$ cat config.mk
export PLATFORM = sky130hd
export DESIGN_NAME = round_phase_scheduler
export DESIGN_NICKNAME = d
export VERILOG_FILES = /design/src/rtl/game_pkg.sv /design/src/rtl/tick_prescaler.sv /design/src/rtl/round_phase_scheduler.sv
export SDC_FILE = /design/constraint.sdc
export NUM_CORES = 1
export LEC_CHECK = 0
export CORE_ASPECT_RATIO = 0.5
export CORE_MARGIN = 2
export CORE_UTILIZATION = 57
export CTS_CLUSTER_SIZE = 14
export DETAILED_ROUTE_END_ITERATION = 6
export GPL_ROUTABILITY_DRIVEN = 0
export PLACE_DENSITY = 0.89
export SLEW_MARGIN = 30
export SYNTH_ARGS = -nofsm -noshare
export SYNTH_HDL_FRONTEND = slang
export SYNTH_SLANG_ARGS = --single-unit
$ cat constraint.sdc
create_clock -name clk_in -period 8.8 [get_ports clk_in]
set_clock_uncertainty 0.2 [all_clocks]
set_input_delay 1.76 -clock clk_in [delete_from_list [all_inputs] [get_ports clk_in]]
set_output_delay 1.76 -clock clk_in [all_outputs]
set_load 0.05 [all_outputs]
$ cat src/rtl/game_pkg.sv
`default_nettype none
// ============================================================================
//  Module      : game_pkg
//  Description : Shared types and width constants for the hole-in-the-wall
//                game control blocks (phase encoding, tick/round widths,
//                zero-to-one helper for programmable periods).
//  Revision    : 1.0 - initial release
// ============================================================================
package game_pkg;

    // Phase encoding is visible on the phase_out port; values are fixed.
    typedef enum logic [2:0] {
        IDLE      = 3'd0,
        COUNTDOWN = 3'd1,
        ACTIVE    = 3'd2,
        EVAL      = 3'd3,
        SCORE     = 3'd4,
        DONE      = 3'd5
    } phase_t;

    localparam int TICK_W_DEFAULT = 16;
    localparam int ROUND_W        = 8;

    // A programmed period of 0 behaves exactly like 1.
    function automatic logic [31:0] nonzero32(input logic [31:0] value);
        return (value == 32'd0) ? 32'd1 : value;
    endfunction

endpackage
`default_nettype wire

$ cat src/rtl/tick_prescaler.sv
`default_nettype none
// ============================================================================
//  Module      : tick_prescaler
//  Description : Programmable-period wrap counter producing a registered
//                1-cycle tick. The tick is high in the cycle whose count is
//                period-1, i.e. the cycle at whose end the count wraps to 0.
//                enable/clear describe the *next* cycle, so the registered
//                tick can already be valid in the first counting cycle.
//  Ports       : clk    - clock
//                rst_n  - asynchronous active-low reset
//                clear  - next cycle starts a fresh interval (count = 0)
//                enable - next cycle is a counting cycle; else count held 0
//                period - clocks per tick (0 treated as 1)
//                tick   - registered tick pulse
//  Revision    : 1.0 - initial release
// ============================================================================
module tick_prescaler
    import game_pkg::*;
(
    input  logic        clk,
    input  logic        rst_n,
    input  logic        clear,
    input  logic        enable,
    input  logic [31:0] period,
    output logic        tick
);

    logic [31:0] r_count;
    logic        r_tick;
    logic [31:0] w_last;
    logic [31:0] w_count_inc;

    always_comb begin
        w_last      = nonzero32(period) - 32'd1;
        // >= rather than == keeps the counter sane if the period shrinks
        w_count_inc = (r_count >= w_last) ? 32'd0 : r_count + 32'd1;
    end

    always_ff @(posedge clk or negedge rst_n) begin
        if (!rst_n) begin
            r_count <= 32'd0;
            r_tick  <= 1'b0;
        end else if (!enable) begin
            r_count <= 32'd0;
            r_tick  <= 1'b0;
        end else if (clear) begin
            r_count <= 32'd0;
            r_tick  <= (w_last == 32'd0);
        end else begin
            r_count <= w_count_inc;
            r_tick  <= (w_count_inc == w_last);
        end
    end

    assign tick = r_tick;

endmodule
`default_nettype wire

$ cat src/rtl/round_phase_scheduler.sv
`default_nettype none
// ============================================================================
//  Module      : round_phase_scheduler
//  Description : Game-round sequencer. Steps each round through COUNTDOWN,
//                ACTIVE, EVAL and SCORE with tick-based durations, hands off
//                to the pose evaluator through eval_req_out/eval_ack_in, and
//                finishes in DONE after NUM_ROUNDS rounds.
//  Config macro: DIFFICULTY_RAMP_EN - shrinks ACTIVE by RAMP_STEP_TICKS per
//                round, floored at MIN_ACTIVE_TICKS.
//  Ports       : clk_in/rst_in (async active-low), start_in, abort_in,
//                cycles_per_tick_in, countdown/active/score_ticks_in,
//                eval_ack_in -> phase_out, phase_start_out, tick_out,
//                ticks_remaining_out, round_out, eval_req_out, game_over_out
//  Revision    : 1.0 - initial release
// ============================================================================
module round_phase_scheduler
    import game_pkg::*;
#(
    parameter int NUM_ROUNDS       = 5,
    parameter int TICK_W           = TICK_W_DEFAULT,
    parameter int RAMP_STEP_TICKS  = 100,
    parameter int MIN_ACTIVE_TICKS = 500
) (
    input  logic              clk_in,
    input  logic              rst_in,
    input  logic              start_in,
    input  logic              abort_in,
    input  logic [31:0]       cycles_per_tick_in,
    input  logic [TICK_W-1:0] countdown_ticks_in,
    input  logic [TICK_W-1:0] active_ticks_in,
    input  logic [TICK_W-1:0] score_ticks_in,
    input  logic              eval_ack_in,
    output logic [2:0]        phase_out,
    output logic              phase_start_out,
    output logic              tick_out,
    output logic [TICK_W-1:0] ticks_remaining_out,
    output logic [7:0]        round_out,
    output logic              eval_req_out,
    output logic              game_over_out
);

    if (NUM_ROUNDS < 1 || NUM_ROUNDS > 255) begin : g_bad_num_rounds
        $error("NUM_ROUNDS must be within 1..255");
    end
    if (RAMP_STEP_TICKS < 0 || MIN_ACTIVE_TICKS < 0) begin : g_bad_ramp
        $error("ramp parameters must be non-negative");
    end

    function automatic logic [TICK_W-1:0] nonzero_ticks(input logic [TICK_W-1:0] value);
        return (value == '0) ? TICK_W'(1) : value;
    endfunction

    phase_t              r_phase;
    phase_t              w_next_phase;
    logic [TICK_W-1:0]   r_remaining;
    logic [TICK_W-1:0]   w_next_remaining;
    logic [ROUND_W-1:0]  r_round;
    logic [ROUND_W-1:0]  w_next_round;
    logic                r_phase_start;
    logic                r_eval_req;
    logic                r_game_over;

    // Configuration captured when a game is started
    logic [31:0]         r_period;
    logic [TICK_W-1:0]   r_countdown;
    logic [TICK_W-1:0]   r_active;
    logic [TICK_W-1:0]   r_score;

    logic                w_accept;
    logic                w_tick;
    logic                w_last_tick;
    logic                w_next_timed;
    logic [31:0]         w_period_sel;
    logic [TICK_W-1:0]   w_active_dur;

    assign w_accept    = start_in && !abort_in && (r_phase == IDLE || r_phase == DONE);
    assign w_last_tick = w_tick && (r_remaining <= TICK_W'(1));

    // The prescaler decides its first-cycle tick at the start edge, before the
    // latched period is visible, so it sees the incoming value on that edge.
    assign w_period_sel = w_accept ? cycles_per_tick_in : r_period;

`ifdef DIFFICULTY_RAMP_EN
    logic [47:0] w_ramp_active;
    logic [47:0] w_ramp_floor;
    logic [47:0] w_ramp_cut;

    // Compared before subtracting so the reduction can never wrap below zero.
    always_comb begin
        w_ramp_active = 48'(r_active);
        w_ramp_floor  = 48'(MIN_ACTIVE_TICKS);
        w_ramp_cut    = 48'(r_round) * 48'(RAMP_STEP_TICKS);
        if (w_ramp_active <= w_ramp_floor) begin
            w_active_dur = r_active;
        end else if (w_ramp_cut >= w_ramp_active - w_ramp_floor) begin
            w_active_dur = nonzero_ticks(TICK_W'(w_ramp_floor));
        end else begin
            w_active_dur = TICK_W'(w_ramp_active - w_ramp_cut);
        end
    end
`else
    assign w_active_dur = r_active;
`endif

    always_comb begin
        w_next_phase     = r_phase;
        w_next_remaining = r_remaining;
        w_next_round     = r_round;

        if (abort_in) begin
            w_next_phase     = IDLE;
            w_next_remaining = '0;
            w_next_round     = '0;
        end else begin
            case (r_phase)
                IDLE, DONE: begin
                    if (start_in) begin
                        w_next_phase     = COUNTDOWN;
                        w_next_remaining = nonzero_ticks(countdown_ticks_in);
                        w_next_round     = '0;
                    end
                end
                COUNTDOWN: begin
                    if (w_last_tick) begin
                        w_next_phase     = ACTIVE;
                        w_next_remaining = w_active_dur;
                    end else if (w_tick) begin
                        w_next_remaining = r_remaining - TICK_W'(1);
                    end
                end
                ACTIVE: begin
                    if (w_last_tick) begin
                        w_next_phase     = EVAL;
                        w_next_remaining = '0;
                    end else if (w_tick) begin
                        w_next_remaining = r_remaining - TICK_W'(1);
                    end
                end
                EVAL: begin
                    if (eval_ack_in) begin
                        w_next_phase     = SCORE;
                        w_next_remaining = r_score;
                    end
                end
                SCORE: begin
                    if (w_last_tick) begin
                        if (r_round == ROUND_W'(NUM_ROUNDS - 1)) begin
                            w_next_phase     = DONE;
                            w_next_remaining = '0;
                        end else begin
                            w_next_phase     = COUNTDOWN;
                            w_next_remaining = r_countdown;
                            w_next_round     = r_round + ROUND_W'(1);
                        end
                    end else if (w_tick) begin
                        w_next_remaining = r_remaining - TICK_W'(1);
                    end
                end
                default: begin
                    w_next_phase     = IDLE;
                    w_next_remaining = '0;
                    w_next_round     = '0;
                end
            endcase
        end
    end

    assign w_next_timed = (w_next_phase == COUNTDOWN) || (w_next_phase == ACTIVE) ||
                          (w_next_phase == SCORE);

    // Every phase change restarts the interval so a D-tick phase is D*P cycles.
    tick_prescaler u_prescaler (
        .clk    (clk_in),
        .rst_n  (rst_in),
        .clear  (w_next_phase != r_phase),
        .enable (w_next_timed),
        .period (w_period_sel),
        .tick   (w_tick)
    );

    always_ff @(posedge clk_in or negedge rst_in) begin
        if (!rst_in) begin
            r_phase       <= IDLE;
            r_remaining   <= '0;
            r_round       <= '0;
            r_phase_start <= 1'b0;
            r_eval_req    <= 1'b0;
            r_game_over   <= 1'b0;
            r_period      <= 32'd1;
            r_countdown   <= TICK_W'(1);
            r_active      <= TICK_W'(1);
            r_score       <= TICK_W'(1);
        end else begin
            r_phase       <= w_next_phase;
            r_remaining   <= w_next_remaining;
            r_round       <= w_next_round;
            r_phase_start <= (w_next_phase != r_phase) && (w_next_phase != IDLE);
            r_eval_req    <= (w_next_phase == EVAL);
            r_game_over   <= (w_next_phase == DONE);
            if (w_accept) begin
                r_period    <= nonzero32(cycles_per_tick_in);
                r_countdown <= nonzero_ticks(countdown_ticks_in);
                r_active    <= nonzero_ticks(active_ticks_in);
                r_score     <= nonzero_ticks(score_ticks_in);
            end
        end
    end

    assign phase_out           = r_phase;
    assign phase_start_out     = r_phase_start;
    assign tick_out            = w_tick;
    assign ticks_remaining_out = r_remaining;
    assign round_out           = r_round;
    assign eval_req_out        = r_eval_req;
    assign game_over_out       = r_game_over;

endmodule
`default_nettype wire

==> results.cfg, run 1 <==
[power_and_ir_drop]
p_sw_mw = 0.759
switching_share = 0.355
p_seq_frac = 0.380
powerDensity_nw_per_um2 = 181
clkPwrFrac = 0.359
leakagePower_nw = 5.11
comb_power_share = 0.262
p_int_mw = 1.38
max-vdd-ir-drop_uv = 142

[floorplanning]
dieArea_um2 = 18400
die_y_um = 96.9
dieWidth_um = 190
io_pins = 116
core-area_um2 = 16600
rows = 33
start_util = 0.592

[timing]
fmax_mhz = 115
grt_setup_unrepaired = false
fin_crit_sh = 0.984
slew_headroom = 0.351
fin_tns_setup_ps = 0
finalHoldViolations = 0
finalCriticalPeriod_ps = 8660
setup_violations = 0
tightest_slew_ps = 973
setup_ws_ps = 137
maxSlewViolCount = 0

[clock_network]
h-tree-depth = 4
cts_max_path_buffers = 2
cts_hold_buffers = 0
cts.sinks = 143
clk_latency_ps = 440
cts_tree = built
path_clk_slew_ps = 60
cts_setup_buffers = 0
ctsResizeCount = 0
numCtsBuffers = 17
clockRootBuffer = clkbuf_16

[setup_path]
worstPathArrival_ps = 8790
crit_type = input pin to flop
crit_fanout = 28
end_kind = flop
rrSetupSlack_ps = 1130
r2r-end = u_prescaler.tick$_DFF_PN0_
start_kind = input pin
reg2regPathDepth = 25
crit_required_ps = 8930
timing.rr.start = phase_out[0]$_DFF_PN0_

[synth]
ys_warn_count = 0
ys.flop_type = dfrtp_1
syn_avg_cell_area_um2 = 8.20
synth-seq-area-share = 0.364
synth_cell_types = 71
async_reset_ff_frac = 1.00
syn_inst = 1201
synth_nets = 1325
syn_area_um2 = 9840
synth-edff-count = 0
synth-seq-cells = 143

[route]
vias = 10280
drt_pass1_iterations = 7
ant_nets = 0
routed_wl_um = 31300
wl_per_cell_um = 20.2
route.detailed.drc = 1
routed_via_density = 6.65
drt_iter0_markers = 2001

[status]
violations = design-rule violations
outcome = complete, but fails checks

[worst_hold_path]
min-delay-start = r_score[13]$_DFFE_PN0P_
hp-class = flop to flop
holdPathEnd = r_score[13]$_DFFE_PN0P_
worstHoldPathCells = 2

[grt]
overflow = 0
grt_use_total = 0.341
antenna_found_initial = 0
grt_max_degree = 80
grt_pass1_vias = 9786
grt_pass1_wl_um = 50200

[final_layout]
nNetsFinal = 1431
drive_gt1_frac = 0.0636
antenna_cells = 0
finish.utilization = 0.712
area_delta_synth_final_pct = 20.4
layout_commonest_cell = nand2_1
final_cell_mix = nand2_1, dfrtp_1, clkdlybuf4s50_1

[flow_run]
drv_cap = 0

[place]
dp.final_hpwl_um = 22100
io_buffer_count = 115
dp_slack_ps = 156
metrics by stage:
stage,area [um^2],instances,hold slack (ps),power [mW]
finish,11900,1547,281,2.14
global route,11900,1547,291,2.21
CTS,11800,1547,279,2.11
detailed placement,11200,1515,262,1.35
global placement,11200,1515,259,1.32
floorplan,9840,1201,246,1.14
power groups by stage:
stage	combinational (mW)	clock, mW	sequential (mW)
global route	0.599	0.797	0.818
detailed placement	0.528	0	0.818
global placement	0.511	0	0.814
CTS	0.538	0.764	0.807
finish	0.560	0.768	0.812
floorplan	0.316	0	0.823
kinds of logic (layout without fill, tap and decap cells):
logic type | count (synthesis) | in the layout | synth area share
AND/OR/NAND/NOR | 582 | 582 | 0.288
adder cells (fa/ha/maj) | 39 | 39 | 0.0496
XOR/XNOR | 88 | 88 | 0.0834
AO/OA/AOI/OAI | 220 | 220 | 0.145
multiplexers | 27 | 27 | 0.0280
flip-flops | 143 | 143 | 0.364
buffers and inverters | 102 | 221 | 0.0422
cell usage after synthesis (6+ instances only):
library cell	number	area, um^2
nor3_1	38	190
o31ai_1	8	60.1
a22o_1	11	96.3
clkbuf_1	32	120
mux2i_1	23	230
nor2b_1	9	56.3
xor2_1	28	245
and3_1	12	75.1
o21ai_0	54	270
or4_1	9	67.6
buf_2	8	40.0
nor2_1	103	387
nand4_1	24	150
o22ai_1	7	43.8
nand2_1	242	908
o211ai_1	8	60.1
nand2b_1	15	93.8
buf_1	6	22.5
a22oi_1	10	75.1
nand3_1	33	165
xnor2_1	55	482
nor4_1	37	231
nand4b_1	6	52.6
a221oi_1	9	78.8
or3_1	9	56.3
inv_1	53	199
a31oi_1	10	62.6
ha_1	39	488
a21oi_1	62	310
dfrtp_1	139	3480
per-layer routing:
layer  up-vias  GRT usage  part of all wire
li1       4477          -                 -
met1      4720      0.443              0.38
met2       841      0.547              0.45
met3       242     0.0664              0.11
met4         0      0.169             0.058
met5         -          0                 0
worst max-delay path, stage by stage:
cell and delay (ps):
clkdlybuf4s50_1 460, or4_1 640, nor4_2 390, and3_1 240, o221a_4 180, nand2b_1 50
o21ai_1 130, inv_1 140, ha_1 270, nand4_1 90, o21ai_1 220, o211ai_1 330
nor2_1 120, xnor2_1 410, inv_1 100, ha_1 330, nand4_1 140, nor2_1 70
a221oi_1 350, o211ai_1 240, or2_4 400, or4_1 580, o21ai_1 160, o211ai_1 110
or4_1 560, a221oi_2 300
worst max-delay path by stage:
stage | slack, ps | start | to | depth (start not counted)
2_1_floorplan | 940 | abort_in | u_prescaler.tick$_DFF_PN0_ | 30
3_3_place_gp | 420 | cycles_per_tick_in[12] | u_prescaler.tick$_DFF_PN0_ | 27
3_5_place_dp | 160 | cycles_per_tick_in[12] | u_prescaler.tick$_DFF_PN0_ | 26
4_1_cts | 350 | cycles_per_tick_in[12] | u_prescaler.tick$_DFF_PN0_ | 26
5_1_grt | 5 | start_in | u_prescaler.tick$_DFF_PN0_ | 27
6_report | 140 | cycles_per_tick_in[13] | u_prescaler.tick$_DFF_PN0_ | 26
layout make-up:
cell class,count,area (um^2)
Multi-Input combinational cell,956,5860
Fill cell,1142,4780
Sequential cell,143,3580
Timing Repair Buffer,136,1310
Clock buffer,17,425
Tap cell,227,284
Inverter,53,199
Clock inverter,15,193
sequential cells by signal, indices dropped and copies added (netlist names):
name and cells:
ticks_remaining_out 16, r_score 16, u_prescaler.tick 1, u_prescaler.r_count 32, round_out 8, r_countdown 16, phase_start_out 1, r_period 32
r_active 16, game_over_out 1, eval_req_out 1, phase_out 3
No activity file was read; power rests on OpenSTA's default activity.
==> run 2: changes to the inputs <==
--- a/config.mk
+++ b/config.mk
@@ -7,12 +7,13 @@
 export LEC_CHECK = 0
 export CORE_ASPECT_RATIO = 0.5
 export CORE_MARGIN = 2
-export CORE_UTILIZATION = 57
+export CORE_UTILIZATION = 52
 export CTS_CLUSTER_SIZE = 14
 export DETAILED_ROUTE_END_ITERATION = 6
 export GPL_ROUTABILITY_DRIVEN = 0
-export PLACE_DENSITY = 0.89
+export PLACE_DENSITY = 0.86
 export SLEW_MARGIN = 30
 export SYNTH_ARGS = -nofsm -noshare
 export SYNTH_HDL_FRONTEND = slang
+export SYNTH_HIERARCHICAL = 1
 export SYNTH_SLANG_ARGS = --single-unit
==> constraint.sdc (replaced) <==
create_clock -name clk_in -period 7.1 [get_ports clk_in]
set_clock_uncertainty 0.2 [all_clocks]
set_input_delay 1.42 -clock clk_in [delete_from_list [all_inputs] [get_ports clk_in]]
set_output_delay 1.42 -clock clk_in [all_outputs]
set_load 0.05 [all_outputs]
==> run 2 against run 1 <==
Effect of this change:
- the flow now finishes without violations
- synthesized area up 3.1%
- combinational power up 71%
- final area grew 12%
- total power is 33% higher
- clock-buffer cell count rose by 3
- final cell count rose by 0.84%
- first-iteration DRC count shrank 21%
- critical path depth grew 3
- register-to-register slack lost 340 ps
- sequential cell count unchanged
- highest routed layer unchanged
==> results.cfg, run 2 <==
[synth]
synth_commonest_cells = dfrtp_1, mux2_2, nor2_1
syn_avg_cell_area_um2 = 9.56
ys.flop_type = dfrtp_1
synth_cell_types = 93
synthTopCellsByArea = dfrtp_1, mux2_2, ha_1, xnor2_1, nor2_1
synth_most_common_cell = dfrtp_1
synth-seq-area-share = 0.353
synth-seq-cells = 143
syn_inst = 1061
synth_nets = 1185
yosysTopAreaCell = dfrtp_1
synth-edff-count = 0
ys_warn_count = 6
synth_top_area_share = 0.343
syn_area_um2 = 10100
async_reset_ff_frac = 1.00

[place]
place_area_um2 = 12500
dp_slack_ps = -508
dp.final_hpwl_um = 24100
io_buffer_count = 115

[worst_hold_path]
worstHoldPathCells = 1
hp-class = flop to flop
holdPathEnd = r_period[3]$_DFFE_PN0P_
min-delay-start = r_period[3]$_DFFE_PN0P_

[clock_network]
numCtsBuffers = 17
cts_tree = built
clockRootBuffer = clkbuf_16
cts_max_path_buffers = 2
clk_latency_ps = 440
path_clk_slew_ps = 60
cts.sinks = 143
h-tree-depth = 4
cts_hold_buffers = 0

[floorplanning]
start_util = 0.526
die_y_um = 103
core-area_um2 = 19300
rows = 36
io_pins = 116
dieArea_um2 = 20700
dieWidth_um = 202

[grt]
antenna_found_initial = 0
overflow = 0
grt_pass1_wl_um = 55200
grt_max_degree = 89
grt_use_total = 0.338
grt_pass1_vias = 10454

[setup_path]
crit_type = input pin to flop
r2r-end = u_prescaler/tick$_DFF_PN0_
crit_required_ps = 7270
end_kind = flop
start_kind = input pin
crit_fanout = 6
critPathSlowestCell = or4_4
rrSetupSlack_ps = 790
timing.rr.start = phase_out[2]$_DFF_PN0_
worstPathArrival_ps = 7100
critical-path-max-stage-delay_ps = 550
reg2regPathDepth = 28

[route]
vias = 10511
routed_wl_um = 35400
route.detailed.drc = 0
ant_nets = 0
drt_pass1_iterations = 6
wl_per_cell_um = 22.7
routed_via_density = 6.74
drt_iter0_markers = 1583

[final_layout]
nNetsFinal = 1405
drive_gt1_frac = 0.267
largestRegisters = r_period x32, u_prescaler/r_count x32
layout_commonest_cell = dfrtp_1
final_cell_mix = dfrtp_1, buf_4, clkdlybuf4s50_1
area_delta_synth_final_pct = 30.7
antenna_cells = 0
fin_area_um2 = 13300

[flow_run]
drv_cap = 0

[timing]
maxSlewViolCount = 0
fin_crit_sh = 0.975
fmax_mhz = 144
setup_violations = 0
slew_headroom = 0.326
tightest_slew_ps = 1010
whs_ps = 306
setup_ws_ps = 176
finalCriticalPeriod_ps = 6920
finalHoldViolations = 0

[status]
outcome = finished clean

[power_and_ir_drop]
powerDensity_nw_per_um2 = 215
leakagePower_nw = 5.38
max-vdd-ir-drop_uv = 157
-- run 2: changes by cell type in the layout (fill, tap and decap cells not counted), moves of 16 or more --
cell	delta
a22oi_1	+16
mux2_2	+103
inv_1	-31
o21ai_0	-16
nand2_1	-176
buf_4	+104
mux2i_1	-21
a21oi_1	-24
-- run 2: kinds of logic after synthesis --
| family | share of synthesized area |
|---|---|
| AO/OA/AOI/OAI | 0.167 |
| XOR/XNOR | 0.0751 |
| adder cells (fa/ha/maj) | 0.0481 |
| buffers and inverters | 0.0280 |
| flip-flops | 0.353 |
| multiplexers | 0.125 |
| AND/OR/NAND/NOR | 0.204 |
-- run 2: final cells by class --
cell class              instances  area, um^2
fillers                      1301        6020
clock buffers                  20         447
multi-input cells             849        6500
well taps                     266         333
inverters                      24        90.1
flip-flops and latches        143        3580
repair buffers                246        2190
clock inverters                12         113
-- run 2: how the worst max path moves through the flow --
stage                  start                    endpoint  slack, ps  cells after the start
finish              start_in  u_prescaler/tick$_DFF_PN0_        180                     29
global route        start_in  u_prescaler/tick$_DFF_PN0_       -140                     29
CTS                 start_in  u_prescaler/tick$_DFF_PN0_         10                     28
detailed placement  start_in  u_prescaler/tick$_DFF_PN0_       -510                     26
global placement    start_in  u_prescaler/tick$_DFF_PN0_       -330                     26
floorplan           start_in  u_prescaler/tick$_DFF_PN0_        -30                     28
-- run 2: layer usage --
| metal | GRT usage | part of all wire | vias up |
|---|---|---|---|
| met2 | 0.570 | 0.46 | 834 |
| li1 | - | - | 4458 |
| met4 | 0.203 | 0.062 | 0 |
| met1 | 0.403 | 0.37 | 4987 |
| met5 | 0 | 0 | - |
| met3 | 0.0793 | 0.10 | 232 |
-- run 2: where the power goes --
part / internal, mW / leakage [nW] / switching (mW)
sequential: 0.922 / 1.80 / 0.0830
combinational: 0.453 / 3.31 / 0.506
clock: 0.494 / 0.271 / 0.391
-- run 2: worst max-delay path, delay by kind of cell --
kind                       cells  cell delay, ps
AOI/OAI and AO/OA              6            1140
muxes                          1             310
adders and majority gates      2             490
and+or+nand+nor               14            2840
xor gates and xnor gates       1             150
buffers and inverters          5             760
-- run 2: timing repair --
action / in CTS / in global routing
pin swaps: 6 / 10
gates cloned: 0 / 0
setup buffers: 8 / 3
gates resized for setup: 14 / 9
setup endpoints to repair: 1 / 32
-- run 2: per-stage QoR --
| step | TNS (ps) | power, mW | util | std cells |
|---|---|---|---|---|
| floorplan | -30.4 | 1.50 | - | 1061 |
| global placement | -335 | 1.85 | 0.648 | 1516 |
| detailed placement | -5350 | 1.89 | 0.648 | 1516 |
| CTS | 0 | 2.79 | 0.685 | 1556 |
| global route | -141 | 2.95 | 0.688 | 1560 |
| finish | 0 | 2.85 | 0.688 | 1560 |
